[src/rtl/u62_serial_link_if.sv]
// Command/status side of the U62 front-panel link: decoded transport pulses
// toward the top level and the status byte returned to U62.
interface u62_serial_link_if;
  logic [7:0] status_in;
  logic [7:0] cmd_byte;
  logic       cmd_valid;
  logic       cmd_play;
  logic       cmd_stop;
  logic       cmd_rewind;
  logic       cmd_ff;
  logic       cmd_idle;
  logic       cmd_unknown;
  logic       busy;

  modport master (
    input  status_in,
    output cmd_byte, cmd_valid, cmd_play, cmd_stop, cmd_rewind,
           cmd_ff, cmd_idle, cmd_unknown, busy
  );

  modport slave (
    output status_in,
    input  cmd_byte, cmd_valid, cmd_play, cmd_stop, cmd_rewind,
           cmd_ff, cmd_idle, cmd_unknown, busy
  );
endinterface

[src/rtl/u62_serial_link.sv]
// Byte-serial U62 transceiver: 8-bit command in, 8-bit status out, MSB first.
// Optional stall recovery is enabled with `define U62_TIMEOUT_EN.
module u62_serial_link #(
  parameter int SYNC_STAGES    = 2,
  parameter int TIMEOUT_CYCLES = 200000,
  parameter int TIMEOUT_W      = 18
) (
  input  logic PI_CLK,
  input  logic RESET_n,
  input  logic sck_in,
  input  logic sdata_in,
  output logic sdata_out,
  output logic sdata_oe,
  u62_serial_link_if.master cmd_if
);

  localparam logic [1:0] RX_IDLE = 2'd0;
  localparam logic [1:0] RX_CMD  = 2'd1;
  localparam logic [1:0] TX_WAIT = 2'd2;
  localparam logic [1:0] TX_DATA = 2'd3;

  // pulse vector bit order: {unknown, idle, ff, rewind, stop, play}
  localparam int P_PLAY = 0;
  localparam int P_STOP = 1;
  localparam int P_REW  = 2;
  localparam int P_FF   = 3;
  localparam int P_IDLE = 4;
  localparam int P_UNK  = 5;

  if (SYNC_STAGES < 2) begin : g_bad_sync
    $error("SYNC_STAGES must be at least 2");
  end
  if (TIMEOUT_CYCLES < 2 || TIMEOUT_W < 2 ||
      longint'(TIMEOUT_CYCLES) > (longint'(1) << TIMEOUT_W)) begin : g_bad_timeout
    $error("TIMEOUT_CYCLES must fit in TIMEOUT_W bits");
  end

  // ---------------------------------------------------------------- sync
  logic [SYNC_STAGES-1:0] sck_sync_q, sck_sync_d;
  logic [SYNC_STAGES-1:0] sda_sync_q, sda_sync_d;
  logic                   sck_dly_q, sck_dly_d;
  logic                   sck_s, sda_s, rise, fall;

  always_comb begin
    sck_sync_d = {sck_sync_q[SYNC_STAGES-2:0], sck_in};
    sda_sync_d = {sda_sync_q[SYNC_STAGES-2:0], sdata_in};
    sck_s      = sck_sync_q[SYNC_STAGES-1];
    sda_s      = sda_sync_q[SYNC_STAGES-1];
    sck_dly_d  = sck_s;
    rise       = sck_s & ~sck_dly_q;
    fall       = ~sck_s & sck_dly_q;
  end

  // Idle line is high, so reset the chain high to avoid a phantom edge.
  always_ff @(posedge PI_CLK or negedge RESET_n) begin
    if (!RESET_n) begin
      sck_sync_q <= '1;
      sda_sync_q <= '1;
      sck_dly_q  <= 1'b1;
    end else begin
      sck_sync_q <= sck_sync_d;
      sda_sync_q <= sda_sync_d;
      sck_dly_q  <= sck_dly_d;
    end
  end

  // ---------------------------------------------------------------- FSM
  logic [1:0] state_q, state_d;
  logic [2:0] bit_cnt_q, bit_cnt_d;
  logic [6:0] rx_sh_q, rx_sh_d;
  logic [7:0] tx_sh_q, tx_sh_d;
  logic [7:0] cmd_byte_q, cmd_byte_d;
  logic       cmd_valid_q, cmd_valid_d;
  logic [5:0] pulse_q, pulse_d;
  logic       oe_q, oe_d;
  logic       out_q, out_d;
  logic [7:0] new_byte;

`ifdef U62_TIMEOUT_EN
  localparam logic [TIMEOUT_W-1:0] TO_LAST = TIMEOUT_W'(TIMEOUT_CYCLES - 1);
  logic [TIMEOUT_W-1:0] to_q, to_d;
  logic                 to_hit;
`endif

  function automatic logic [5:0] decode(input logic [7:0] b);
    logic [5:0] p;
    p = '0;
    case (b)
      8'b1000_0000: p[P_PLAY] = 1'b1;
      8'b0110_0000: p[P_STOP] = 1'b1;
      8'b0010_0000: p[P_REW]  = 1'b1;
      8'b0100_0000: p[P_FF]   = 1'b1;
      8'b0000_1000: p[P_IDLE] = 1'b1;
      default:      p[P_UNK]  = 1'b1;
    endcase
    return p;
  endfunction

  always_comb begin
    state_d     = state_q;
    bit_cnt_d   = bit_cnt_q;
    rx_sh_d     = rx_sh_q;
    tx_sh_d     = tx_sh_q;
    cmd_byte_d  = cmd_byte_q;
    cmd_valid_d = 1'b0;
    pulse_d     = '0;
    oe_d        = oe_q;
    out_d       = out_q;
    new_byte    = {rx_sh_q, sda_s};

    case (state_q)
      RX_IDLE: begin
        if (rise) begin
          rx_sh_d   = {6'b0, sda_s};
          bit_cnt_d = 3'd1;
          state_d   = RX_CMD;
        end
      end
      RX_CMD: begin
        if (rise) begin
          rx_sh_d   = new_byte[6:0];
          bit_cnt_d = bit_cnt_q + 3'd1;
          if (bit_cnt_q == 3'd7) begin
            cmd_byte_d  = new_byte;
            cmd_valid_d = 1'b1;
            pulse_d     = decode(new_byte);
            tx_sh_d     = cmd_if.status_in;
            bit_cnt_d   = 3'd0;
            state_d     = TX_WAIT;
          end
        end
      end
      TX_WAIT: begin
        // U62 releases SDATA on its first falling edge after the command.
        if (!rise && fall) begin
          oe_d      = 1'b1;
          out_d     = tx_sh_q[7];
          bit_cnt_d = 3'd0;
          state_d   = TX_DATA;
        end
      end
      default: begin
        if (rise) begin
          bit_cnt_d = bit_cnt_q + 3'd1;
          if (bit_cnt_q == 3'd7) begin
            oe_d      = 1'b0;
            out_d     = 1'b0;
            bit_cnt_d = 3'd0;
            state_d   = RX_IDLE;
          end
        end else if (fall) begin
          tx_sh_d = {tx_sh_q[6:0], 1'b0};
          out_d   = tx_sh_q[6];
        end
      end
    endcase

`ifdef U62_TIMEOUT_EN
    to_hit = (to_q >= TO_LAST);
    if (rise || fall || state_q == RX_IDLE) to_d = '0;
    else if (to_q != '1)                    to_d = to_q + 1'b1;
    else                                    to_d = to_q;

    if (to_hit && state_q != RX_IDLE) begin
      state_d     = RX_IDLE;
      bit_cnt_d   = 3'd0;
      rx_sh_d     = '0;
      oe_d        = 1'b0;
      out_d       = 1'b0;
      cmd_byte_d  = cmd_byte_q;
      cmd_valid_d = 1'b0;
      pulse_d     = '0;
      to_d        = '0;
    end
`endif
  end

  always_ff @(posedge PI_CLK or negedge RESET_n) begin
    if (!RESET_n) begin
      state_q     <= RX_IDLE;
      bit_cnt_q   <= '0;
      rx_sh_q     <= '0;
      tx_sh_q     <= '0;
      cmd_byte_q  <= 8'h00;
      cmd_valid_q <= 1'b0;
      pulse_q     <= '0;
      oe_q        <= 1'b0;
      out_q       <= 1'b0;
    end else begin
      state_q     <= state_d;
      bit_cnt_q   <= bit_cnt_d;
      rx_sh_q     <= rx_sh_d;
      tx_sh_q     <= tx_sh_d;
      cmd_byte_q  <= cmd_byte_d;
      cmd_valid_q <= cmd_valid_d;
      pulse_q     <= pulse_d;
      oe_q        <= oe_d;
      out_q       <= out_d;
    end
  end

`ifdef U62_TIMEOUT_EN
  always_ff @(posedge PI_CLK or negedge RESET_n) begin
    if (!RESET_n) to_q <= '0;
    else          to_q <= to_d;
  end
`endif

  // ---------------------------------------------------------------- outputs
  assign sdata_out          = out_q;
  assign sdata_oe           = oe_q;
  assign cmd_if.cmd_byte    = cmd_byte_q;
  assign cmd_if.cmd_valid   = cmd_valid_q;
  assign cmd_if.cmd_play    = pulse_q[P_PLAY];
  assign cmd_if.cmd_stop    = pulse_q[P_STOP];
  assign cmd_if.cmd_rewind  = pulse_q[P_REW];
  assign cmd_if.cmd_ff      = pulse_q[P_FF];
  assign cmd_if.cmd_idle    = pulse_q[P_IDLE];
  assign cmd_if.cmd_unknown = pulse_q[P_UNK];
  assign cmd_if.busy        = (state_q != RX_IDLE);

endmodule

[src/flat_wrapper.sv]
// flat-port wrapper written by rule: the top's interface ports become plain ports
module u62_serial_link_flat 
#(
  parameter int SYNC_STAGES    = 2,
  parameter int TIMEOUT_CYCLES = 200000,
  parameter int TIMEOUT_W      = 18
)
  (PI_CLK, RESET_n, sck_in, sdata_in, sdata_out, sdata_oe, cmd_if_status_in, cmd_if_cmd_byte, cmd_if_cmd_valid, cmd_if_cmd_play, cmd_if_cmd_stop, cmd_if_cmd_rewind, cmd_if_cmd_ff, cmd_if_cmd_idle, cmd_if_cmd_unknown, cmd_if_busy);
  u62_serial_link_if cmd_if_i ();
  input  logic PI_CLK;
  input  logic RESET_n;
  input  logic sck_in;
  input  logic sdata_in;
  output logic sdata_out;
  output logic sdata_oe;
  input wire logic [$bits(cmd_if_i.status_in)-1:0] cmd_if_status_in;
  output wire logic [$bits(cmd_if_i.cmd_byte)-1:0] cmd_if_cmd_byte;
  output wire logic [$bits(cmd_if_i.cmd_valid)-1:0] cmd_if_cmd_valid;
  output wire logic [$bits(cmd_if_i.cmd_play)-1:0] cmd_if_cmd_play;
  output wire logic [$bits(cmd_if_i.cmd_stop)-1:0] cmd_if_cmd_stop;
  output wire logic [$bits(cmd_if_i.cmd_rewind)-1:0] cmd_if_cmd_rewind;
  output wire logic [$bits(cmd_if_i.cmd_ff)-1:0] cmd_if_cmd_ff;
  output wire logic [$bits(cmd_if_i.cmd_idle)-1:0] cmd_if_cmd_idle;
  output wire logic [$bits(cmd_if_i.cmd_unknown)-1:0] cmd_if_cmd_unknown;
  output wire logic [$bits(cmd_if_i.busy)-1:0] cmd_if_busy;
  assign cmd_if_i.status_in = cmd_if_status_in;
  assign cmd_if_cmd_byte = cmd_if_i.cmd_byte;
  assign cmd_if_cmd_valid = cmd_if_i.cmd_valid;
  assign cmd_if_cmd_play = cmd_if_i.cmd_play;
  assign cmd_if_cmd_stop = cmd_if_i.cmd_stop;
  assign cmd_if_cmd_rewind = cmd_if_i.cmd_rewind;
  assign cmd_if_cmd_ff = cmd_if_i.cmd_ff;
  assign cmd_if_cmd_idle = cmd_if_i.cmd_idle;
  assign cmd_if_cmd_unknown = cmd_if_i.cmd_unknown;
  assign cmd_if_busy = cmd_if_i.busy;
  u62_serial_link #(.SYNC_STAGES(SYNC_STAGES), .TIMEOUT_CYCLES(TIMEOUT_CYCLES), .TIMEOUT_W(TIMEOUT_W)) u_core (.PI_CLK(PI_CLK), .RESET_n(RESET_n), .sck_in(sck_in), .sdata_in(sdata_in), .sdata_out(sdata_out), .sdata_oe(sdata_oe), .cmd_if(cmd_if_i));
endmodule
[config.mk]
export PLATFORM = sky130hd
export DESIGN_NAME = u62_serial_link_flat
export DESIGN_NICKNAME = d
export VERILOG_FILES = /design/src/rtl/u62_serial_link_if.sv /design/src/rtl/u62_serial_link.sv /design/src/flat_wrapper.sv
export SDC_FILE = /design/constraint.sdc
export NUM_CORES = 1
export LEC_CHECK = 0
export ABC_CLOCK_PERIOD_IN_PS = 2400
export CAP_MARGIN = 0
export CORE_MARGIN = 3
export CORE_UTILIZATION = 52
export DETAILED_ROUTE_END_ITERATION = 10
export GPL_TIMING_DRIVEN = 0
export PLACE_DENSITY_LB_ADDON = 0.05
export REMOVE_ABC_BUFFERS = 1
export SLEW_MARGIN = 5
export SYNTH_ARGS = -nofsm -noshare
export SYNTH_HDL_FRONTEND = slang
export SYNTH_SLANG_ARGS = --single-unit
export TNS_END_PERCENT = 30
[constraint.sdc]
create_clock -name PI_CLK -period 2.4 [get_ports PI_CLK]
set_input_delay 0.36 -clock PI_CLK [delete_from_list [all_inputs] [get_ports PI_CLK]]
set_output_delay 0.36 -clock PI_CLK [all_outputs]
set_load 0.02 [all_outputs]
==> run metrics, run 1 <==
IO Pins=30; # rows=20; Starting Density=56.91%; CTS tree=built; post-route ant nets=0; Clock Sinks=42; Synth cell types=37; cts bufs inserted=5; Die ar.=4252 um^2; Die Y=65.21 um; # fillers=264; RSZ-0062 raised after global routing=false; largest cells by area after synthesis=dfrtp_1, nand2_1, dfstp_2, mux2i_1, ha_1; worst reg2reg setup slack=0.28 ns; DP Area=2150 um^2; total global routing track utilization=18.72%; total power per unit cell area=976.5 nW/um^2; Adder-Cell Fraction of Synth Area=3.432%; outcome=complete, no violations; FF-to-FF Start=u_core.state_q[1]; main combinational cell family by area after synthesis=simple AND/OR/NAND/NOR gates; vias in the first global route=1291; Post-Synth Simple-Gate Area=18.39%; Clk pwr share=16.7%; CP dominant cell by count=inv_1; GRT overflow=0; Post-DP HPWL=2.389 mm; Avg Inst Size Synth=10.98 um^2; P_sw=0.7952 mW; global-route wire length before repair=6.023 mm; synthesized flop and latch total=42; final WL=3.407 mm; Synth Instances=166; CP max stage delay=0.62 ns; post-synthesis sequential area ratio=58.00%; required time worst endpoint=2.04 ns; Hold WC Path Type=reg -> reg; CTS max path bufs=2; Fin Setup TNS=0 ns; sw frac=36.69%; DRC=0; WL/cell=13.96 um; post-layout min period=2.190 ns; final non-filler cell area=2220 um^2; endpoints failing setup=0; Slew HR=51.86%; area leader, netlist=dfrtp_1; Max Slew Vio Count=0; Final Net Count=216; worst hold path endpoint=u_core.sda_sync_q[1]; clk slew on worst S/H paths=0.12 ns; Die W=65.21 um; setup ws final=0.2099 ns; Reg-to-Reg End=u_core.pulse_q[2]; Pre-Repair DR Iteration Count=4; Final Hold Viols=0; XOR/XNOR share of the synthesized area=0.4804%; period utilization=91.26%; initial drt markers=112; worst hold slack=0.3660 ns; # H-tree levels=2; Port-buffer cells=29; Synth Area in Compound Gates=11.05%; Comb pwr share=36.1%; share of layout cells above drive strength 1=12.00%; Int Power=1.372 mW; Ant. Diodes=0; Crit. End Element=output pin; reg2reg path depth=7; Pleak=1.023 nW; actual slew at the worst max-slew pin=0.7221 ns; Layout Skew=0.009520 ns; critical path peak fanout=6; hold depth=0; CP cell instances=inv_1 > ha_1 > inv_1 > clkdlybuf4s50_1; core area=3203 um^2; Yosys top cell area share=50.79%; CP Class=reg -> out; routed vias=1302; Startpoint Class=register; largest net degree at the start of global routing=28; Synth Warn #=0; Setup WS pre-CTS=0.2907 ns; via/cell ratio=5.336; post-CTS sizing=0; largest vdd supply drop=0.0005201 V; Slowest cell on crit path=clkdlybuf4s50_1; Reg power frac=47.2%; Reg area=1057 um^2; worst skew pair latency=0.35 ns; Hold Path Origin=u_core.sda_sync_q[0]; Layout area overhead=21.76%; Max Clock Freq=456.6 MHz; post-synthesis mux area share=5.628%; Placer Congestion=0.7896; worst path arrival time=1.83 ns; maxcap violations=0; area occupied by multi-input gates=710.7 um^2; root buf cell=clkbuf_4; initial antenna violation count=0; synthesized area=1823 um^2
-- critical path, delay by kind of cell, from the launching register on --
kind	cells	cell delay [ns]
fa+ha+maj	1	0.28
flops	1	0.37
buf+inv	3	0.83
-- metal layers --
| layer | vias to the layer above | GRT usage [%] | share of wire (%) |
|---|---|---|---|
| met5 | - | 0 | 0 |
| met4 | 0 | 8.549 | 1.5 |
| met3 | 5 | 4.615 | 5.4 |
| met2 | 31 | 30.85 | 49 |
| met1 | 628 | 23.15 | 44 |
| li1 | 638 | - | - |
-- cells in the mapped netlist, drive strengths merged --
cell type and n:
o22ai 1, nand2 37, mux2i 8, clkbuf 2
a31o 1, and3 1, and2 1, xor2 1
nor3 5, mux2 2, nor2 7, inv 5
ha 5, nor3b 2, a22o 6, dfstp 5
dfrtp 37, and3b 2, nand2b 1, nor4 1
buf 3, and4bb 1, nor2b 2, nand3 5
a21oi 11, a31oi 2, nand3b 1, o21ai 11
-- cell families (layout without fill, tap and decap cells) --
family / after synthesis / after routing
and+or+nand+nor: 66 / 66
DFF: 42 / 42
AOI/OAI and AO/OA: 32 / 32
muxes: 10 / 10
buffers and inverters: 10 / 44
adders and majority gates: 5 / 5
xor gates and xnor gates: 1 / 1
-- cell usage in the layout (no fill, tap or decap), types with 4 or more instances in the layout --
master / netlist / routed
a21oi_1: 11 / 11
dfstp_2: 5 / 5
mux2i_1: 8 / 8
o21ai_1: 9 / 9
a22o_1: 6 / 6
dfrtp_1: 37 / 37
nor3_1: 4 / 4
ha_1: 5 / 5
nand3_1: 4 / 4
clkbuf_4: 0 / 5
nand2_1: 36 / 36
inv_1: 4 / 4
nor2_1: 6 / 6
clkdlybuf4s50_1: 0 / 28
-- sequential cells by signal, indices dropped and copies added (netlist names) --
signal	count
u_core.bit_cnt_q	3
u_core.cmd_if.cmd_byte	8
u_core.cmd_if.cmd_valid	1
u_core.pulse_q	6
u_core.rx_sh_q	7
u_core.sck_dly_q	1
u_core.sck_sync_q	2
u_core.sda_sync_q	2
u_core.sdata_oe	1
u_core.sdata_out	1
u_core.state_q	2
u_core.tx_sh_q	8
-- final cells by class --
cell class,count,share of cell area [%]
Multi-Input combinational cell,114,32.02
Inverter,5,0.9583
Clock buffer,7,2.480
Timing Repair Buffer,31,14.21
Tap cell,44,2.480
Sequential cell,42,47.63
Clock inverter,1,0.2255
-- through the flow --
stage               power [mW]  util (%)  std cells
finish                   2.167     69.30        244
CTS                      2.188     69.30        244
global route             2.348     69.30        244
floorplan                1.560         -        161
global placement         1.764     66.64        234
detailed placement       1.822     67.11        235
-- power groups by stage --
stage	clock network [mW]	registers, mW	logic (mW)
finish	0.361	1.02	0.782
global route	0.410	1.05	0.887
CTS	0.375	1.02	0.791
detailed placement	0	1.04	0.785
global placement	0	1.02	0.741
floorplan	0	1.04	0.517
-- worst max-delay path by stage --
stage / startpoint / to / slack, ns / depth (start not counted)
floorplan: u_core.state_q[1] / u_core.state_q[1] / 0.57 / 6
global placement: RESET_n / u_core.cmd_if.cmd_byte[0] / 0.04 / 1
detailed placement: u_core.state_q[1] / u_core.pulse_q[2] / 0.29 / 7
global route: u_core.state_q[1] / u_core.pulse_q[2] / 0.02 / 7
CTS: u_core.state_q[0] / cmd_if_busy / 0.18 / 4
finish: u_core.state_q[0] / cmd_if_busy / 0.21 / 4
-- timing repair --
| action | 4_1_cts | 5_1_grt |
|---|---|---|
| setup buffers | 0 | 0 |
| hold endpoints to repair | 15 | 0 |
| hold buffers | 1 | 0 |
Note: power is estimated with default switching activity, not from simulation.
==> run 2, diff against run 1 <==
- SLEW_MARGIN: 5 -> not set
- TNS_END_PERCENT: 30 -> 100
==> run 2 against run 1 <==
Effect of this change: sequential share of layout area fell by 0.45 points; count of clock-buffer cells in the layout fell by 1; first-iteration DRC count rose by 40%; die area did not move; register-to-register slack barely moved; core utilization rose by 0.66 points; largest cell class unchanged; highest routed layer unchanged.
==> run metrics, run 2 (same netlist as run 1, synthesis figures left out) <==
critical path peak fanout=6; Reg power frac=43.1%; endpoints failing setup=0; Die Y=65.21 um; largest vdd supply drop=0.0005398 V; routed vias=1308; Clk pwr share=24.1%; post-CTS setup buffers=0; vias in the first global route=1300; Hold WC Path Type=in -> async; Pleak=1.032 nW; RSZ-0062 raised after global routing=false; CTS tree=built; Crit. End Element=output pin; GRT overflow=0; required time worst endpoint=2.04 ns; clk slew on worst S/H paths=0.12 ns; Hold-fix buffers, CTS=0; initial antenna violation count=0; core area=3203 um^2; Placer Congestion=0.7896; root buf cell=clkbuf_4; Max Slew Vio Count=0; post-route ant nets=0; CP Class=reg -> out; Starting Density=56.91%; P_sw=0.7970 mW; Final Hold Viols=0; Finished Core Util=69.96%; Fin Setup TNS=0 ns; met3 Use GR=4.444%; period utilization=91.12%; initial drt markers=157; global-route wire length before repair=6.016 mm; largest net degree at the start of global routing=43; worst path arrival time=1.83 ns; commonest non-fill, non-tap cell in the layout=dfrtp_1; Slew HR=40.79%; WL/cell=13.83 um; Comb pwr share=32.8%; Die ar.=4252 um^2; post-layout min period=2.187 ns; Startpoint Class=register; CTS max path bufs=2; Post-DP HPWL=2.325 mm; final WL=3.348 mm; Clock Sinks=42; outcome=complete, no violations; Int Power=1.579 mW; maxcap violations=0; total power per unit cell area=1060 nW/um^2; share of layout cells above drive strength 1=12.12%; worst skew pair latency=0.34 ns; cts bufs inserted=5; Max Clock Freq=457.3 MHz; most frequent cells in the layout=dfrtp_1, nand2_1, clkdlybuf4s50_1; Ant. Diodes=0; # rows=20; DRC=0; area occupied by multi-input gates=710.7 um^2; # H-tree levels=2; IO Pins=30; sw frac=33.55%; actual slew at the worst max-slew pin=0.8881 ns; met2 Use GR=30.72%; grt met1 use=23.12%; Reg area=1057 um^2; post-CTS sizing=0; Die W=65.21 um; Layout area overhead=22.92%; total global routing track utilization=18.57%; Pre-Repair DR Iteration Count=4; via/cell ratio=5.405; global route hottest layer=met2; Final Net Count=214; Port-buffer cells=29; # fillers=264; Layout Skew=0.006808 ns
-- run 2: cell count changes in the layout (fill, tap and decap cells not counted) --
cell           before  now
buf_12              1    0
bufinv_16           0    2
clkbuf_1            1    0
clkinv_2            1    0
dlygate4sd3_1       1    0
-- run 2: final timing paths --
check,end,slack [ns],start,cells after the start
setup / recovery,cmd_if_busy,0.21,u_core.state_q[0],4
hold / removal,u_core.bit_cnt_q[2],0.13,RESET_n,1
setup reg to reg,u_core.pulse_q[2],0.28,u_core.state_q[1],7
hold reg to reg,u_core.sda_sync_q[1],0.37,u_core.sda_sync_q[0],0
max in group asynchronous,u_core.tx_sh_q[0],1.72,RESET_n,1
min in group PI_CLK,u_core.sda_sync_q[1],0.37,u_core.sda_sync_q[0],0
-- run 2: metal layers --
layer  wire length, um  vias up  share of wire [%]
met5                 0        -                  0
met1              1478      635                 44
met3               168        4                5.0
met4                25        0               0.75
met2              1676       36                 50
li1                  -      633                  -
-- run 2: critical path: stages, from the launching register on --
cell             delay (ns)
dfrtp_1                0.37
inv_1                  0.08
ha_1                   0.29
inv_1                  0.14
clkdlybuf4s50_1        0.61
-- run 2: layout make-up --
| class | count | share of cell area, % |
|---|---|---|
| Clock inverter | 2 | 2.680 |
| Timing Repair Buffer | 29 | 12.73 |
| Tap cell | 44 | 2.457 |
| Clock buffer | 6 | 2.289 |
| Multi-Input combinational cell | 114 | 31.71 |
| Inverter | 5 | 0.9492 |
| Sequential cell | 42 | 47.18 |
-- run 2: power groups by stage --
stage               logic, mW  clock network (mW)  registers, mW
floorplan               0.517                   0           1.04
global placement        0.741                   0           1.02
detailed placement      0.784                   0           1.04
CTS                     0.791               0.590           1.02
global route            0.877               0.631           1.05
finish                  0.779               0.573           1.02
-- run 2: through the flow --
step | instance area, um^2 | instances | setup WS (ns) | total power [mW] | hold slack [ns]
3_3_place_gp | 2135 | 234 | 0.03978 | 1.764 | 0.3471
3_5_place_dp | 2130 | 234 | 0.2894 | 1.820 | 0.3495
6_report | 2241 | 242 | 0.2130 | 2.376 | 0.1284
2_1_floorplan | 1789 | 161 | 0.5732 | 1.560 | 0.06441
5_1_grt | 2241 | 242 | 0.02706 | 2.558 | 0.1853
4_1_cts | 2241 | 242 | 0.1821 | 2.403 | 0.1500
==> run 3, diff against run 2 <==
- GPL_TIMING_DRIVEN: 0 -> 1
==> run 3 against run 2 <==
Effect of this change: core utilization down 1.6 points; non-clock buffer count stayed put; clock power is 39% lower; critical path depth did not move; setup slack improved by 0.026 ns; count of clock-buffer cells in the layout is 1 higher; total power decreased by 9.7%; via count down 1.5%; first-iteration DRC count is 48% lower; combinational power is 1% lower; sequential share of layout area grew 1.1 points; routed wire length down 7.8%; critical endpoint unchanged; largest cell class unchanged.
==> run metrics, run 3 (same netlist as run 1, synthesis figures left out) <==
post-route ant nets=0; initial drt markers=82; required time worst endpoint=2.04 ns; total power per unit cell area=979.3 nW/um^2; Layout Skew=0.003815 ns; CTS max path bufs=2; Post-DP HPWL=2.202 mm; Pre-Repair DR Iteration Count=4; CP dominant cell by count=inv_1; sw frac=36.13%; Crit. End Element=output pin; Die ar.=4252 um^2; via/cell ratio=5.322; Final Hold Viols=0; Fin Setup TNS=0 ns; core area=3203 um^2; RSZ-0062 raised after global routing=false; CP Buf/Inv Count=3; Slew HR=41.50%; P_sw=0.7748 mW; routed vias=1288; # rows=20; root buf cell=clkbuf_4; largest net degree at the start of global routing=43; total power=2.144 mW; final non-filler cell area=2190 um^2; Clock Sinks=42; worst hold slack=0.1305 ns; vias in the first global route=1298; setup ws final=0.2390 ns; DP Area=2130 um^2; Max Slew Vio Count=0; IO Pins=30; outcome=complete, no violations; # H-tree levels=2; share of layout cells above drive strength 1=11.62%; post-CTS setup buffers=0; post-layout min period=2.161 ns; commonest non-fill, non-tap cell in the layout=dfrtp_1; critical path peak fanout=6; Reg-to-Reg End=u_core.state_q[1]; post-CTS sizing=0; CP cell instances=inv_1 > ha_1 > inv_1 > clkdlybuf4s50_1; Final Net Count=214; Hold-fix buffers, CTS=0; Finished Core Util=68.36%; Placer Congestion=0.7756; Hold WC Path Type=in -> async; clk slew on worst S/H paths=0.11 ns; global-route wire length before repair=5.823 mm; Pleak=1.009 nW; Crit path max-delay family=buffers and inverters; Layout area overhead=20.11%; GRT overflow=0; Comb pwr share=35.8%; Clk pwr share=16.3%; Slowest cell on crit path=clkdlybuf4s50_1; Reg power frac=47.9%; cts bufs inserted=5; FF-to-FF Start=u_core.state_q[1]; CTS tree=built; CP Class=reg -> out; final WL=3.086 mm; Starting Density=56.91%; largest vdd supply drop=0.0004690 V; placed insts=234; WL/cell=12.75 um; reg2reg path depth=6; Startpoint Class=register; Layout Cells excl Fill=242; total global routing track utilization=17.45%; Max Clock Freq=462.8 MHz; Int Power=1.370 mW; worst path arrival time=1.80 ns; worst reg2reg setup slack=0.35 ns; endpoints failing setup=0; Port-buffer cells=29; maxcap violations=0; Die W=65.21 um; period utilization=90.04%; most frequent cells in the layout=dfrtp_1, nand2_1, clkdlybuf4s50_1; Die Y=65.21 um; worst skew pair latency=0.33 ns; Setup WS pre-CTS=0.3835 ns; Ant. Diodes=0; initial antenna violation count=0; Setup crit start=u_core.state_q[1]; DRC=0; CP max stage delay=0.61 ns; actual slew at the worst max-slew pin=0.8775 ns
[run 3: how the worst max path moves through the flow]
stage / end / slack, ns / depth (start not counted)
after floorplan: u_core.state_q[1] / 0.57 / 6
after global placement: u_core.state_q[1] / 0.45 / 6
after detailed placement: u_core.state_q[1] / 0.38 / 6
after CTS: cmd_if_busy / 0.22 / 4
after global routing: u_core.pulse_q[2] / 0.1 / 7
final: cmd_if_busy / 0.24 / 4
[run 3: layout make-up]
cell class                 count  area, um^2
sequential                    42        1057
inverter                       5       21.27
tap                           44       55.05
clock inverter                 1       5.005
clock buffer                   7       55.05
fill                         270        1013
multi-input combinational    114       710.7
timing repair buffer          29       285.3
[run 3: power groups by stage]
| stage | logic [mW] | clock network [mW] | registers [mW] |
|---|---|---|---|
| after floorplan | 0.517 | 0 | 1.04 |
| after CTS | 0.780 | 0.366 | 1.02 |
| after detailed placement | 0.777 | 0 | 1.04 |
| after global placement | 0.742 | 0 | 1.02 |
| after global routing | 0.877 | 0.398 | 1.05 |
| final | 0.768 | 0.350 | 1.03 |
[run 3: layer usage]
layer | global-route usage, % | part of all wire [%]
met1 | 23.09 | 46
met2 | 28.32 | 47
met3 | 4.444 | 5.9
met4 | 5.181 | 1.2
met5 | 0 | 0
